==> config.mk <==
export PLATFORM = sky130hd
export DESIGN_NAME = aq_ifu_ibuf_ptr_ctrl
export DESIGN_NICKNAME = d
export VERILOG_FILES = /design/src/rtl/aq_ifu_ibuf_ptr_ctrl.sv
export SDC_FILE = /design/constraint.sdc
export NUM_CORES = 1
export LEC_CHECK = 0
export ABC_AREA = 1
export CORE_AREA = 4 4 134 136
export DETAILED_ROUTE_END_ITERATION = 7
export DIE_AREA = 0 0 138 140
export GPL_TIMING_DRIVEN = 0
export PLACE_DENSITY = 0.79
export SYNTH_ARGS = -nofsm -noshare
export SYNTH_HDL_FRONTEND = slang
export SYNTH_SLANG_ARGS = --single-unit
export TNS_END_PERCENT = 100
==> constraint.sdc <==
create_clock -name ibuf_cpuclk -period 11 [get_ports ibuf_cpuclk]
set_clock_uncertainty 0.15 [all_clocks]
set_input_delay 1.65 -clock ibuf_cpuclk [delete_from_list [all_inputs] [get_ports ibuf_cpuclk]]
set_output_delay 1.65 -clock ibuf_cpuclk [all_outputs]
set_load 0.01 [all_outputs]
==> src/rtl/aq_ifu_ibuf_ptr_ctrl.sv <==
// Instruction buffer pointer control.
// Tracks write pointer, read pointer and occupancy of an 8-entry halfword
// buffer. Generates per-entry create/retire strobes, assembles the head
// instruction (16- or 32-bit) for decode, and raises back-pressure to fetch.
module aq_ifu_ibuf_ptr_ctrl #(
    parameter int ENTRY_NUM = 8
) (
    input  logic                      ibuf_cpuclk,
    input  logic                      cpurst_b,
    input  logic                      ibuf_flush_en,
    input  logic [1:0]                ifu_ibuf_half_vld,
    input  logic [31:0]               ifu_ibuf_data,
    output logic                      ibuf_ifu_full,
    output logic [ENTRY_NUM-1:0]      ibuf_entry_create_en,
    output logic [16*ENTRY_NUM-1:0]   ibuf_entry_create_inst,
    input  logic [ENTRY_NUM-1:0]      ibuf_entry_vld,
    input  logic [16*ENTRY_NUM-1:0]   ibuf_entry_inst,
    output logic [ENTRY_NUM-1:0]      ibuf_entry_retire_en,
    output logic                      ibuf_idu_inst_vld,
    output logic [31:0]               ibuf_idu_inst,
    input  logic                      idu_ibuf_stall
);

    localparam int PTR_W = $clog2(ENTRY_NUM);
    localparam int CNT_W = PTR_W + 1;

    logic [PTR_W-1:0] wptr_reg;
    logic [PTR_W-1:0] wptr_next;
    logic [PTR_W-1:0] rptr_reg;
    logic [PTR_W-1:0] rptr_next;
    logic [CNT_W-1:0] entry_cnt_reg;
    logic [CNT_W-1:0] entry_cnt_next;

    logic [PTR_W-1:0] wptr_p1;
    logic [PTR_W-1:0] rptr_p1;
    logic             write_ok;
    logic [1:0]       create_num;
    logic [1:0]       retire_num;
    logic [15:0]      first_half;
    logic [15:0]      head_lo;
    logic [15:0]      head_hi;
    logic             head_is_32;
    logic             pop;
    logic [15:0]      entry_inst_arr [ENTRY_NUM];

    // Occupancy of 7 or more leaves no room for a guaranteed two-halfword write;
    // derived only from the registered count so fetch sees no combinational loop.
    assign ibuf_ifu_full = (entry_cnt_reg > CNT_W'(ENTRY_NUM - 2));

    assign wptr_p1 = wptr_reg + PTR_W'(1);
    assign rptr_p1 = rptr_reg + PTR_W'(1);

    // Writes are dropped during flush and whenever fetch ignores back-pressure.
    assign write_ok   = !ibuf_flush_en && !ibuf_ifu_full;
    assign create_num = write_ok ? ({1'b0, ifu_ibuf_half_vld[0]} + {1'b0, ifu_ibuf_half_vld[1]})
                                 : 2'd0;

    // The first valid halfword always lands at wptr; a lone high halfword
    // is therefore shifted down to the wptr slot.
    assign first_half = ifu_ibuf_half_vld[0] ? ifu_ibuf_data[15:0] : ifu_ibuf_data[31:16];

    // Head decode: low two bits of 2'b11 mark a 32-bit instruction needing rptr+1.
    assign head_lo    = entry_inst_arr[rptr_reg];
    assign head_hi    = entry_inst_arr[rptr_p1];
    assign head_is_32 = (head_lo[1:0] == 2'b11);

    assign ibuf_idu_inst_vld = !ibuf_flush_en && ibuf_entry_vld[rptr_reg]
                             && (!head_is_32 || ibuf_entry_vld[rptr_p1]);
    assign ibuf_idu_inst     = head_is_32 ? {head_hi, head_lo} : {16'h0000, head_lo};

    assign pop        = ibuf_idu_inst_vld && !idu_ibuf_stall;
    assign retire_num = pop ? (head_is_32 ? 2'd2 : 2'd1) : 2'd0;

    generate
        for (genvar gi = 0; gi < ENTRY_NUM; gi++) begin : g_entry
            localparam logic [PTR_W-1:0] IDX = PTR_W'(gi);
            logic hit_w0;
            logic hit_w1;
            logic hit_r0;
            logic hit_r1;

            assign hit_w0 = (wptr_reg == IDX);
            assign hit_w1 = (wptr_p1 == IDX);
            assign hit_r0 = (rptr_reg == IDX);
            assign hit_r1 = (rptr_p1 == IDX);

            assign entry_inst_arr[gi] = ibuf_entry_inst[16*gi +: 16];

            assign ibuf_entry_create_en[gi] = write_ok
                && ((hit_w0 && (|ifu_ibuf_half_vld)) || (hit_w1 && (&ifu_ibuf_half_vld)));

            // Slot wptr takes the first valid halfword, slot wptr+1 the high one.
            assign ibuf_entry_create_inst[16*gi +: 16] = hit_w0 ? first_half
                                                                : ifu_ibuf_data[31:16];

            assign ibuf_entry_retire_en[gi] = pop && (hit_r0 || (head_is_32 && hit_r1));
        end
    endgenerate

    // Next-state for pointers and occupancy; flush returns everything to empty.
    always_comb begin
        wptr_next      = wptr_reg;
        rptr_next      = rptr_reg;
        entry_cnt_next = entry_cnt_reg;
        if (ibuf_flush_en) begin
            wptr_next      = '0;
            rptr_next      = '0;
            entry_cnt_next = '0;
        end else begin
            wptr_next      = wptr_reg + PTR_W'(create_num);
            rptr_next      = rptr_reg + PTR_W'(retire_num);
            entry_cnt_next = entry_cnt_reg + CNT_W'(create_num) - CNT_W'(retire_num);
        end
    end

    // Pointer and occupancy registers with asynchronous active-low reset.
    always_ff @(posedge ibuf_cpuclk or negedge cpurst_b) begin
        if (!cpurst_b) begin
            wptr_reg      <= '0;
            rptr_reg      <= '0;
            entry_cnt_reg <= '0;
        end else begin
            wptr_reg      <= wptr_next;
            rptr_reg      <= rptr_next;
            entry_cnt_reg <= entry_cnt_next;
        end
    end

endmodule

==> flow_metrics.py <==
metrics = {
    "critical_path": {
        "cp_slowest_stage_delay_ns": 0.55,
        "required_ns": 9.20,
        "cp-end-kind": "primary output",
        "cp.arrival_ns": 4.17,
        "rr_startpoint": "rptr_reg[0]$_DFF_PN0_",
        "reg2reg_slack_ns": 6.79,
        "startpoint_type": "primary input",
        "cp_max_fo": 10,
        "path_cells": "clkdlybuf4s50_1 > clkbuf_1 > clkbuf_1 > o21ai_1 > nand2_1 > o21ai_0 > clkdlybuf4s50_1",
        "startpoint": "ifu_ibuf_half_vld[0]",
        "rr_worst_depth": 20,
        "crit_type": "in -> out",
        "rr_endpoint": "entry_cnt_reg[2]$_DFF_PN0_",
        "cpMaxStageDelayCell": "clkbuf_1",
    },
    "sta": {
        "slew_headroom_pct": 54.2,
        "slew_viol_final": 0,
        "period_needed_ns": 5.97,
        "setup_viol": 0,
        "min_period_over_period_pct": 54.2,
        "worstMarginPinSlew_ns": 0.687,
        "tns_ns": 0,
        "fmax_mhz": 168,
        "rsz0062_at_grt": "no",
        "finalHoldViolCount": 0,
    },
    "worst_hold_path": {
        "min-delay-start": "entry_cnt_reg[2]$_DFF_PN0_",
        "hold-path-endpoint": "entry_cnt_reg[3]$_DFF_PN0_",
        "hold_path_depth": 2,
        "min_path_type": "reg -> reg",
    },
    "power_and_ir_drop": {
        "p_leak_nw": 3.89,
        "ir_worst_vdd_mv": 0.0612,
        "power_density_nw_per_um2": 81.5,
    },
    "drt": {
        "routedWlPerCell_um": 19.4,
        "wirelength_um": 32600,
        "drcViolationCount": 0,
        "via_per_inst": 5.49,
        "num_vias": 9213,
        "antenna_left": 0,
        "drt_iter0_drc": 970,
        "dr.pass1.iters": 6,
    },
    "floorplan": {
        "num_rows": 48,
        "die_area_um2": 19300,
        "fp.dieW_um": 138,
        "num_io_pins": 352,
        "core-area_um2": 16900,
        "start_util_pct": 31.5,
        "die_h_um": 140,
    },
    "cts": {
        "clock_latency_ns": 0.24,
        "h-tree-depth": 1,
        "numCtsBuffers": 3,
        "root_buffer": "clkbuf_16",
        "cts.path.max_buffers": 2,
        "ctsHoldBuffers": 0,
        "cts_setup_buffers": 0,
        "cts.reportedPaths.clkPinSlew_ns": 0.04,
        "cts_tree": "done",
        "cts_sinks": 10,
        "cts_resized": 0,
    },
    "cells_and_area": {
        "layout-drive-gt1-share_pct": 3.24,
        "fill_cells": 1761,
        "fin_area_um2": 9210,
        "final_nets": 1649,
        "diodes": 0,
        "synthToLayoutAreaGrowth_pct": 72.6,
        "largest_reg_flops": 4,
    },
    "grt": {
        "antenna_found_initial": 0,
        "grt-ovfl-total": 0,
        "grt_start_max_net_pins": 13,
        "grt.total_usage_pct": 30.9,
        "grt_pass1_vias": 8441,
        "grt_pass1_wl_um": 48100,
    },
    "placement": {
        "port-buffer-count": 350,
        "place_congestion": 1.01,
        "hpwl_um": 26300,
        "place_area_um2": 9120,
    },
    "yosys": {
        "yosysWarningCount": 0,
        "seq_area_frac_synth_pct": 4.69,
        "syn_avg_cell_area_um2": 4.86,
        "mappedNetlistArea_um2": 5340,
        "synth.largest_area_cell": "nand2_1",
        "yosys.area.top_type_share_pct": 23.2,
        "syn_inst": 1098,
        "syn_nets": 1294,
        "synth_cell_type_count": 27,
        "synth_seq_cells": 10,
        "synth_area_leaders": "nand2_1 (23%), o21ai_0 (20%), inv_1 (9.2%), a21oi_1 (8.0%), nor2_1 (7.2%)",
    },
    "outcome": {
        "status": "completed",
    },
    "flow_run": {
        "drv_cap": 0,
    },
}
worst max-delay path, delay by kind of cell:
| kind | cells | cell delay, ns |
|---|---|---|
| compound gates | 2 | 0.49 |
| simple gates | 1 | 0.15 |
| buf+inv | 4 | 1.87 |
cells in the final DEF, fill, tap and decap left out, types with 2 or more instances in the layout:
| master | synthesis | layout |
|---|---|---|
| a21oi_1 | 85 | 85 |
| a22oi_1 | 2 | 2 |
| a31oi_1 | 14 | 14 |
| buf_1 | 6 | 6 |
| buf_2 | 16 | 16 |
| buf_4 | 10 | 10 |
| buf_6 | 11 | 11 |
| clkbuf_1 | 38 | 38 |
| clkbuf_16 | 0 | 3 |
| clkdlybuf4s50_1 | 0 | 350 |
| clkinv_1 | 2 | 2 |
| dfrtp_1 | 10 | 10 |
| fa_1 | 4 | 4 |
| ha_1 | 18 | 18 |
| inv_1 | 131 | 131 |
| nand2_1 | 330 | 330 |
| nand3_1 | 38 | 38 |
| nor2_1 | 102 | 102 |
| o211ai_1 | 14 | 14 |
| o21ai_0 | 217 | 217 |
| o21ai_1 | 41 | 41 |
| xnor2_1 | 2 | 2 |
per-layer routing:
metal | share of wire (%) | wire length (µm) | track usage [%] | vias up
li1 | - | - | - | 4260
met1 | 36 | 11900 | 37.4 | 4167
met2 | 47 | 15300 | 53.3 | 684
met3 | 12 | 3750 | 5.77 | 102
met4 | 5.1 | 1650 | 13.7 | 0
met5 | 0 | 0 | 0 | -
synth_stat cells:
master    instances
a21oi_1          85
a22oi_1           2
a31oi_1          14
buf_1             6
buf_12            1
buf_2            16
buf_4            10
buf_6            11
buf_8             1
clkbuf_1         38
clkinv_1          2
dfrtp_1          10
fa_1              4
ha_1             18
inv_1           131
inv_2             1
nand2_1         330
nand3_1          38
nand3_2           1
nand3_4           1
nand4_1           1
nor2_1          102
nor2_4            1
o211ai_1         14
o21ai_0         217
o21ai_1          41
xnor2_1           2
power breakdown:
group / internal, W / switching, W / leakage, nW
sequential: 0.0000440 / 0.00000658 / 0.135
combinational: 0.000288 / 0.000340 / 3.71
clock: 0.0000547 / 0.0000174 / 0.0442
total: 0.000387 / 0.000364 / 3.89
worst max path at each step:
stage | to | slack [ns] | cells after the start
4_1_cts | ibuf_entry_create_inst[16] | 5.04 | 7
3_3_place_gp | ibuf_entry_create_inst[16] | 5.08 | 7
2_1_floorplan | ibuf_entry_create_en[7] | 6.52 | 7
3_5_place_dp | ibuf_entry_create_inst[16] | 5.04 | 7
5_1_grt | ibuf_entry_create_inst[16] | 4.90 | 7
6_report | ibuf_entry_create_inst[16] | 5.03 | 7
cells by family (layout without fill, tap and decap cells):
family,after synthesis,count (layout),synth area share (%)
xor gates and xnor gates,2,2,0.328
buffers and inverters,217,571,18.4
adders and majority gates,22,22,5.72
DFF,10,10,4.69
and+or+nand+nor,474,474,34.8
AOI/OAI and AO/OA,373,373,36.1
cell type report:
| class | count | area, µm² | share of cell area (%) |
|---|---|---|---|
| Clock buffer | 4 | 88.8 | 0.965 |
| Timing Repair Buffer | 350 | 3500 | 38.0 |
| Multi-Input combinational cell | 871 | 4100 | 44.6 |
| Sequential cell | 10 | 250 | 2.72 |
| Inverter | 134 | 503 | 5.46 |
| Buffer | 83 | 479 | 5.20 |
| Tap cell | 225 | 282 | 3.06 |
metrics by stage:
| stage | instances | setup slack [ns] | hold slack [ns] | util (%) | total power, W |
|---|---|---|---|---|---|
| finish | 1677 | 5.03 | 0.473 | 54.4 | 0.000751 |
| global route | 1677 | 4.90 | 0.515 | 54.4 | 0.000798 |
| CTS | 1677 | 5.04 | 0.472 | 54.4 | 0.000741 |
| detailed placement | 1673 | 5.04 | 0.448 | 53.9 | 0.000666 |
| global placement | 1673 | 5.08 | 0.428 | 53.9 | 0.000661 |
| floorplan | 1098 | 6.52 | 0.407 | - | 0.000340 |
No activity file was read; power rests on OpenSTA's default activity.
